`src/rtl/alu_pkg.sv`:
```
// Shared definitions for the sequential MAC/ALU: controller states, default
// geometry and the signed-add overflow helper.
package alu_pkg;

   typedef enum logic [1:0] {
      IDLE = 2'd0,
      MUL  = 2'd1,
      WB   = 2'd2
   } state_t;

   localparam int DEF_WIDTH = 8;
   localparam int DEF_FRAC  = 3;

   // Two's complement add overflows when both operands share a sign the sum lacks.
   function automatic logic add_ovf(input logic a_msb, input logic b_msb, input logic s_msb);
      return (a_msb == b_msb) && (s_msb != a_msb);
   endfunction

endpackage

```
`src/rtl/seq_booth_mul.sv`:
```
// Sequential signed radix-2 Booth multiplier: load captures the operands,
// each step retires one multiplier bit; product is valid after WIDTH steps.
module seq_booth_mul #(
   parameter int WIDTH = 8
) (
   input  logic               Clock,
   input  logic               nReset,
   input  logic               load,
   input  logic               step,
   input  logic [WIDTH-1:0]   mcand,
   input  logic [WIDTH-1:0]   mplier,
   output logic [2*WIDTH-1:0] product
);

   logic [WIDTH-1:0] m_r;
   logic [WIDTH:0]   a_r;
   logic [WIDTH-1:0] q_r;
   logic             qm1_r;

   logic [WIDTH:0]   m_ext_s;
   logic [WIDTH:0]   addsub_s;
   logic [WIDTH:0]   a_nxt_s;
   logic [WIDTH-1:0] q_nxt_s;
   logic             qm1_nxt_s;

   // Booth recode, add/subtract into the guard-extended high half, then arithmetic shift.
   always_comb begin
      m_ext_s = {m_r[WIDTH-1], m_r};
      case ({q_r[0], qm1_r})
         2'b01:   addsub_s = a_r + m_ext_s;
         2'b10:   addsub_s = a_r - m_ext_s;
         default: addsub_s = a_r;
      endcase
      {a_nxt_s, q_nxt_s, qm1_nxt_s} = {addsub_s[WIDTH], addsub_s, q_r};
   end

   // Iteration registers.
   always_ff @(posedge Clock or negedge nReset) begin
      if (!nReset) begin
         m_r   <= '0;
         a_r   <= '0;
         q_r   <= '0;
         qm1_r <= 1'b0;
      end else if (load) begin
         m_r   <= mcand;
         a_r   <= '0;
         q_r   <= mplier;
         qm1_r <= 1'b0;
      end else if (step) begin
         a_r   <= a_nxt_s;
         q_r   <= q_nxt_s;
         qm1_r <= qm1_nxt_s;
      end
   end

   assign product = {a_r[WIDTH-1:0], q_r};

endmodule

```
`src/rtl/seq_mac_alu.sv`:
```
// Sequential multiply-accumulate ALU: selected operand plus optional ACC,
// optionally scaled by a fixed-point Imm, written back to ACC with overflow.
module seq_mac_alu
   import alu_pkg::*;
#(
   parameter int WIDTH = DEF_WIDTH,
   parameter int FRAC  = DEF_FRAC,
   parameter int SAT   = 0
) (
   input  logic             Clock,
   input  logic             nReset,
   input  logic [WIDTH-1:0] Imm,
   input  logic [WIDTH-1:0] RegData,
   input  logic [WIDTH-1:0] SW,
   input  logic             SelImm,
   input  logic             SelSW,
   input  logic             SelRegData,
   input  logic             UseACC,
   input  logic             UseMul,
   input  logic             Start,
   output logic             Busy,
   output logic             Done,
   output logic [WIDTH-1:0] ACC,
   output logic             Ovf
);

   localparam int            CW       = $clog2(WIDTH) + 1;
   localparam logic [CW-1:0] CNT_LAST = CW'(WIDTH - 1);
   localparam logic [CW-1:0] CNT_ONE  = {{(CW-1){1'b0}}, 1'b1};

   state_t                 state_r, state_nxt_s;
   logic [CW-1:0]          cnt_r, cnt_nxt_s;
   logic [WIDTH-1:0]       data_s, addend_s, sum_s, sum_r;
   logic                   add_ovf_s, add_ovf_r, use_mul_r;
   logic                   load_s, step_s, wr_s;
   logic [2*WIDTH-1:0]     product_s;
   logic signed [2*WIDTH-1:0] shifted_s;
   logic                   fits_s;
   logic [WIDTH-1:0]       result_s;
   logic                   ovf_s;
   logic [WIDTH-1:0]       acc_r;
   logic                   ovf_r, done_r, busy_r;

   // Operand mux (wired OR, no priority) and pre-add.
   always_comb begin
      data_s = ({WIDTH{SelImm}} & Imm) | ({WIDTH{SelSW}} & SW) | ({WIDTH{SelRegData}} & RegData);
      if (UseACC) begin
         addend_s = acc_r;
      end else begin
         addend_s = '0;
      end
      sum_s     = addend_s + data_s;
      add_ovf_s = add_ovf(addend_s[WIDTH-1], data_s[WIDTH-1], sum_s[WIDTH-1]);
   end

   // Controller: next state and per-cycle strobes.
   always_comb begin
      state_nxt_s = state_r;
      cnt_nxt_s   = cnt_r;
      load_s      = 1'b0;
      step_s      = 1'b0;
      wr_s        = 1'b0;
      case (state_r)
         IDLE: begin
            if (Start) begin
               load_s      = 1'b1;
               cnt_nxt_s   = '0;
               state_nxt_s = UseMul ? MUL : WB;
            end else begin
               state_nxt_s = IDLE;
            end
         end
         MUL: begin
            step_s = 1'b1;
            if (cnt_r == CNT_LAST) begin
               cnt_nxt_s   = '0;
               state_nxt_s = WB;
            end else begin
               cnt_nxt_s   = cnt_r + CNT_ONE;
            end
         end
         WB: begin
            wr_s        = 1'b1;
            state_nxt_s = IDLE;
         end
         default: begin
            state_nxt_s = IDLE;
            cnt_nxt_s   = '0;
         end
      endcase
   end

   seq_booth_mul #(.WIDTH(WIDTH)) u_booth (
      .Clock   (Clock),
      .nReset  (nReset),
      .load    (load_s),
      .step    (step_s),
      .mcand   (sum_s),
      .mplier  (Imm),
      .product (product_s)
   );

   // Fixed-point rescale: floor shift, then range check against signed WIDTH bits.
   always_comb begin
      shifted_s = $signed(product_s) >>> FRAC;
      fits_s    = (&shifted_s[2*WIDTH-1:WIDTH-1]) | ~(|shifted_s[2*WIDTH-1:WIDTH-1]);
      if (!use_mul_r) begin
         result_s = sum_r;
         ovf_s    = add_ovf_r;
      end else if (fits_s) begin
         result_s = shifted_s[WIDTH-1:0];
         ovf_s    = add_ovf_r;
      end else begin
         ovf_s = 1'b1;
         if (SAT != 0) begin
            result_s = shifted_s[2*WIDTH-1] ? {1'b1, {(WIDTH-1){1'b0}}} : {1'b0, {(WIDTH-1){1'b1}}};
         end else begin
            result_s = shifted_s[WIDTH-1:0];
         end
      end
   end

   // State and MUL cycle counter.
   always_ff @(posedge Clock or negedge nReset) begin
      if (!nReset) begin
         state_r <= IDLE;
         cnt_r   <= '0;
      end else begin
         state_r <= state_nxt_s;
         cnt_r   <= cnt_nxt_s;
      end
   end

   // Operands frozen at acceptance so later input changes are ignored.
   always_ff @(posedge Clock or negedge nReset) begin
      if (!nReset) begin
         sum_r     <= '0;
         add_ovf_r <= 1'b0;
         use_mul_r <= 1'b0;
      end else if (load_s) begin
         sum_r     <= sum_s;
         add_ovf_r <= add_ovf_s;
         use_mul_r <= UseMul;
      end
   end

   // Registered outputs; ACC and Ovf change only on the write-back edge.
   always_ff @(posedge Clock or negedge nReset) begin
      if (!nReset) begin
         acc_r  <= '0;
         ovf_r  <= 1'b0;
         done_r <= 1'b0;
         busy_r <= 1'b0;
      end else begin
         busy_r <= (state_nxt_s != IDLE);
         done_r <= wr_s;
         if (wr_s) begin
            acc_r <= result_s;
            ovf_r <= ovf_s;
         end
      end
   end

   assign ACC  = acc_r;
   assign Ovf  = ovf_r;
   assign Done = done_r;
   assign Busy = busy_r;

endmodule
```
`config.mk`:
```
export PLATFORM = sky130hd
export DESIGN_NAME = seq_mac_alu
export DESIGN_NICKNAME = d
export VERILOG_FILES = /design/src/rtl/alu_pkg.sv /design/src/rtl/seq_booth_mul.sv /design/src/rtl/seq_mac_alu.sv
export SDC_FILE = /design/constraint.sdc
export NUM_CORES = 1
export LEC_CHECK = 0
export CAP_MARGIN = 20
export CORE_ASPECT_RATIO = 1.2
export CORE_MARGIN = 2
export CORE_UTILIZATION = 45
export CTS_BUF_LIST = sky130_fd_sc_hd__clkbuf_4 sky130_fd_sc_hd__clkbuf_8
export DETAILED_ROUTE_END_ITERATION = 6
export PLACE_DENSITY = 0.78
export SLEW_MARGIN = 20
export SYNTH_ARGS = -nofsm -noshare
export SYNTH_HDL_FRONTEND = slang
export SYNTH_SLANG_ARGS = --single-unit
```
`constraint.sdc`:
```
create_clock -name Clock -period 3.1 [get_ports Clock]
set_input_delay 0.31 -clock Clock [delete_from_list [all_inputs] [get_ports Clock]]
set_output_delay 0.31 -clock Clock [all_outputs]
set_load 0.01 [all_outputs]
```
After elaboration in Yosys (flattened, before gate mapping)
Index checks and enable logic that the tools add are counted.
{ "word_totals": {"ff_bits": 45, "inputBits": 32, "wordCells": 61} }
{ "classes": {"add_sub_neg": 4, "eq_ne": 8, "n_mux": 22, "bitwise": 8, "reduce_logical": 7} }
{ "op_table": {"columns": ["cell", "count"], "rows": [
  ["two-way mux 8 bit", 4],
  ["bitwise AND 8 bit", 3],
  ["two-way mux 9 bit", 2],
  ["one-hot mux 9 bit (2 select lines)", 1],
  ["bitwise OR 8 bit", 2],
  ["one-hot mux 4 bit (3 select lines)", 1],
  ["adder 9 bit", 1],
  ["subtractor 9 bit", 1],
  ["adder 8 bit", 1],
  ["two-way mux 1 bit", 8],
  ["two-way mux 4 bit", 2],
  ["two-way mux 2 bit", 3],
  ["AND reduction 6 bit", 1],
  ["OR reduction 6 bit", 1],
  ["adder 4 x 1 -> 4 bit (second input constant)", 1],
  ["equality test 2 x 1 -> 1 bit (second input constant)", 2],
  ["equality test 2 bit (second input constant)", 2],
  ["equality test 4 x 3 -> 1 bit (second input constant)", 1],
  ["one-hot mux 2 bit (2 select lines)", 1],
  ["nonzero test 2 bit", 2],
  ["zero test 2 bit", 1],
  ["inequality test 2 bit (second input constant)", 1],
  ["inverter 1 bit", 2],
  ["AND reduction 2 bit", 1],
  ["other kinds (4)", 4]
]} }

Depth between registers and ports, before layout
{ "depth": {"depth_word": 6, "mapped_depth": 12} }

By module
From an unflattened synthesis, not the netlist that was laid out.
{ "hier_totals": {"cells_unflattened": 364, "hier_area_um2": 3290.7} }
{ "modules_own_cells": {"columns": ["mod", "instances", "cells_per_inst", "area_per_inst_um2", "seq_area_each_um2"], "rows": [
  ["seq_booth_mul", 1, 185, 1664.1, 625.6],
  ["seq_mac_alu", 1, 179, 1626.6, 675.6]
]} }

Worst setup path before layout
No wires, ideal clock.
{ "synth_path": {"path_kind": "reg-to-reg", "startpoint": "register u_booth.qm1_r", "endpoint": "register u_booth.a_r[6]", "setup_time_ns": 0.130, "arrival_time_ns": 2.362, "t_required_ns": 2.970, "slack_ns": 0.608, "path_stages_with_launch": 13, "path_buffers": 1, "synth_period_minus_slack_ns": 2.492, "cell_sequence": "dfrtp_1 inv_1 ha_1 clkbuf_1 mux2_2 inv_1 ha_1 nor2b_1 o31a_1 o21ai_0 a32o_1 xor2_1 o21ai_0"} }
{ "synth_between": {"elab_chain_len": 4, "word_cells_on_any_way": 5, "classes_between": "eq/ne (2); mux (3)"} }
{ "synth_lines": {"columns": ["element", "line_no", "rtl"], "rows": [
  ["start: declaration", "seq_booth_mul.sv:18", "logic qm1_r;"],
  ["start signal: assignment", "seq_booth_mul.sv:52", "qm1_r <= qm1_nxt_s;"],
  ["equality test 2 bit / equality test 2 x 1 -> 1 bit (equally long branches)", "seq_booth_mul.sv:29", "case ({q_r[0], qm1_r})"],
  ["one-hot mux 9 bit (2 select lines) (*)", "seq_booth_mul.sv:29", null],
  ["two-way mux 9 bit (*)", "seq_booth_mul.sv:49", "end else if (step) begin"],
  ["two-way mux 9 bit (*)", "seq_booth_mul.sv:44", "end else if (load) begin"],
  ["end signal: assignment", "seq_booth_mul.sv:50", "a_r <= a_nxt_s;"],
  ["end: declaration", "seq_booth_mul.sv:16", "logic [WIDTH:0] a_r;"]
]} }
Every way passes the cells marked *; elsewhere a longest branch is shown, timed or not. The select of a mux whose other input is x is not followed.
A chain may end at the register's enable or synchronous reset.

Worst setup path in the final report
Same ends and word-level chain as after synthesis.

==> summary.txt <==
Vias in the first global route -> 2433
Clock Sinks -> 44
Total track usage -> 0.199
Post-CTS Hold Buffers -> 0
Max-cap viol count -> 0
Drt total wl -> 6660 um
Critical path depth in cells -> 11
Hold crit path type -> in -> async
DP Wirelength -> 5050 um
WL/cell -> 15.1 um
Required time of the critical path -> 3.28 ns
Share of cells above drive strength 1 -> 0.0389
CTS tree -> done
Synth Register Bits -> 44
Met2 WL -> 3420 um
Routed met3 length -> 356 um
CTS resizes -> 0
Die footprint -> 6940 um^2
FMAX -> 0.368 GHz
Final setup vio count -> 0
Critical path buffers and inverters -> 2
Slowest-stage cell, CP -> mux2_2
Cell variety after synth -> 45
Wire length on met1 -> 2780 um
Slew HR -> 0.587
Ys Warns -> 0
Mapped Nets -> 374
Critical Path End Type -> flop
Crit path DAT -> 2.90 ns
GP Congestion -> 0.936
Max stage delay on crit path -> 0.41 ns
Die height -> 90.9 um
Crit path cell chain -> inv_1 -> ha_1 -> mux2_2 -> inv_1 -> ha_1 -> nor2b_1 -> o31a_1 -> o21ai_0 -> a32o_1 -> xor2_1 -> o21ai_0
DR vias/cell -> 5.55
Via Count -> 2455
DRC viols -> 0
Part of the cycle the worst path needs -> 0.876
Root Buffer -> clkbuf_8
Critical Path Fanout Max -> 8
Syn Area/Cell -> 8.79 um^2
Final Hold Viols -> 21
Layout area overhead -> 21.8%
First-pass GRT wire length -> 11200 um
Synth area leader -> dfrtp_1
Period minus WS final -> 2.72 ns
Leakage -> 1.52 nW
Ant. Diodes -> 0
Post-synth EDFFs -> 0
Initial antenna violation count -> 0
Synth Instances -> 322
Final core occ -> 0.570
Final Hold Slack -> -0.00843 ns
Multi-input gate area -> 1590 um^2
Post-synthesis sequential area ratio -> 0.389
Final Net Count -> 411
Worst vdd ir -> 0.000565 V
Clock skew -> 0.00677 ns
Failing checks -> negative hold slack
Die width -> 76.4 um
Postcts setup bufs -> 0
Synth Cell Area -> 2830 um^2
Ports -> 43
Share of the synthesized area in the top cell type -> 0.389
RSZ-0062 raised after global routing -> false
Synth area leaders -> dfrtp_1 39%, ha_1 8.0%, nand2_1 6.6%
FF-to-FF path depth -> 11
Initial core utilization -> 0.468
Ys flop type -> dfrtp_1
Max layer used -> met4
1st-iter DRT viols -> 162
CTS buffer count -> 5
Pin count of the biggest net entering global routing -> 45
Setup TNS Final -> 0 ns
Grt total ovfl -> 0
Slew @ Worst Pin -> 0.617 ns
Max-slew violation count -> 0
Initial DRT Pass Iterations -> 5
# port buffers -> 42
Type of origin of the critical path -> flop
Setup CP Type -> reg -> reg
Power Density -> 1100 nW/um^2
CP top delay family -> compound AO/OA/AOI/OAI gates
Reg area -> 1100 um^2
Cell Rows -> 31
# fillers -> 555
Post-synth ARST share -> 1.00
Core ar. -> 6050 um^2
Status -> finished, violations left
Reg clk slew, reported paths -> 0.09 ns
H-tree depth -> 2
Worst-Skew Late Latency -> 0.30 ns
Clock Path Buffers -> 2
DRT antenna net count -> 0
## power breakdown
part           leakage [nW]  total (mW)  internal, mW  switching (mW)
sequential            0.555        1.11         0.836           0.278
combinational         0.914        2.21          1.03            1.18
clock                0.0548       0.458         0.243           0.215
total                  1.52        3.78          2.11            1.67
## layout make-up
class                      instances  area share
timing repair buffer              45       0.133
clock inverter                     3      0.0134
tap                               82      0.0298
inverter                          22      0.0240
multi-input combinational        241       0.461
sequential                        44       0.319
clock buffer                       5      0.0200
## cells in the final DEF (no fill, tap or decap), types with 2 or more instances in the layout
| master | netlist | final |
|---|---|---|
| clkdlybuf4s50_1 | 0 | 41 |
| buf_4 | 0 | 2 |
| nand3_1 | 10 | 10 |
| nor2_1 | 16 | 16 |
| o211ai_1 | 4 | 4 |
| o21a_1 | 2 | 2 |
| and2_1 | 7 | 7 |
| dfrtp_1 | 44 | 44 |
| a22oi_1 | 7 | 7 |
| ha_1 | 18 | 18 |
| o21ai_1 | 4 | 4 |
| xor2_1 | 5 | 5 |
| o31a_1 | 2 | 2 |
| a222oi_1 | 8 | 8 |
| o31ai_1 | 2 | 2 |
| xnor2_1 | 13 | 13 |
| clkbuf_8 | 0 | 5 |
| fa_1 | 2 | 2 |
| inv_1 | 22 | 22 |
| nor2b_1 | 5 | 5 |
| a211oi_1 | 3 | 3 |
| nand2b_1 | 4 | 4 |
| mux2i_1 | 10 | 10 |
| o21ai_0 | 30 | 30 |
| o22ai_1 | 2 | 2 |
| nand2_1 | 50 | 50 |
| a21oi_1 | 12 | 12 |
| a31oi_1 | 5 | 5 |
| nor3_1 | 4 | 4 |
## layer usage
| metal | track usage | vias up |
|---|---|---|
| met5 | 0 | - |
| met3 | 0.0310 | 10 |
| met4 | 0.0697 | 0 |
| met2 | 0.347 | 72 |
| li1 | - | 1209 |
| met1 | 0.249 | 1164 |
## synthesized netlist by cell type, types with 2 or more instances
| cell type | number |
|---|---|
| o21a_1 | 2 |
| buf_1 | 2 |
| and2_1 | 7 |
| ha_1 | 18 |
| xnor2_1 | 13 |
| nand2b_1 | 4 |
| nor3_1 | 4 |
| o21ai_1 | 4 |
| fa_1 | 2 |
| o31a_1 | 2 |
| a211oi_1 | 3 |
| a22oi_1 | 7 |
| o31ai_1 | 2 |
| nor2b_1 | 5 |
| nand2_1 | 50 |
| o211ai_1 | 4 |
| nor2_1 | 16 |
| dfrtp_1 | 44 |
| o21ai_0 | 30 |
| a21oi_1 | 12 |
| xor2_1 | 5 |
| nand3_1 | 10 |
| buf_2 | 2 |
| o22ai_1 | 2 |
| a31oi_1 | 5 |
| clkbuf_1 | 11 |
| inv_1 | 22 |
| mux2i_1 | 10 |
| a222oi_1 | 8 |
## sequential cells by signal, indices dropped and copies added (netlist names)
register	flops
use_mul_r	1
state_r	2
add_ovf_r	1
u_booth.qm1_r	1
Ovf	1
u_booth.a_r	8
u_booth.m_r	8
cnt_r	4
u_booth.q_r	8
Done	1
Busy	1
ACC	8
## cell families (layout without fill, tap and decap cells)
kind of cell / count (synthesis) / in the layout / synth area share
mux: 11 / 11 / 0.0393
flops: 44 / 44 / 0.389
buf+inv: 37 / 75 / 0.0500
xor+xnor: 18 / 18 / 0.0557
compound gates: 87 / 87 / 0.197
simple gates: 105 / 105 / 0.175
fa+ha+maj: 20 / 20 / 0.0937
## worst reg2reg max path, delay by kind of cell, from the launching register on
family                     cells  cell delay (ns)
and+or+nand+nor                1             0.14
buffers and inverters          2             0.14
AOI/OAI and AO/OA              4             0.83
xor gates and xnor gates       1             0.15
muxes                          1             0.41
adders and majority gates      2             0.54
DFF                            1             0.38
## final timing paths
path                       slack (ns)                    endpoint                       start
setup / recovery                 0.38  u_booth.a_r[6]$_DFFE_PN0P_   u_booth.qm1_r$_DFFE_PN0P_
hold / removal                 -0.008          ACC[2]$_DFFE_PN0P_                      nReset
setup reg to reg                 0.38  u_booth.a_r[6]$_DFFE_PN0P_   u_booth.qm1_r$_DFFE_PN0P_
hold reg to reg                  0.49  u_booth.q_r[2]$_DFFE_PN0P_  u_booth.q_r[2]$_DFFE_PN0P_
max in group asynchronous        2.60  u_booth.a_r[1]$_DFFE_PN0P_                      nReset
min in group Clock               0.49  u_booth.q_r[2]$_DFFE_PN0P_  u_booth.q_r[2]$_DFFE_PN0P_
## through the flow
step / std cells / instance area, um^2 / worst slack, ns / power [mW]
6_report: 442 / 3450 / 0.385 / 3.78
5_1_grt: 442 / 3450 / 0.251 / 4.14
4_1_cts: 441 / 3420 / 0.404 / 3.79
3_5_place_dp: 433 / 3300 / 0.218 / 3.32
3_3_place_gp: 433 / 3300 / 0.274 / 3.24
2_1_floorplan: 322 / 2830 / 0.608 / 2.72
Note: power is estimated with default switching activity, not from simulation.
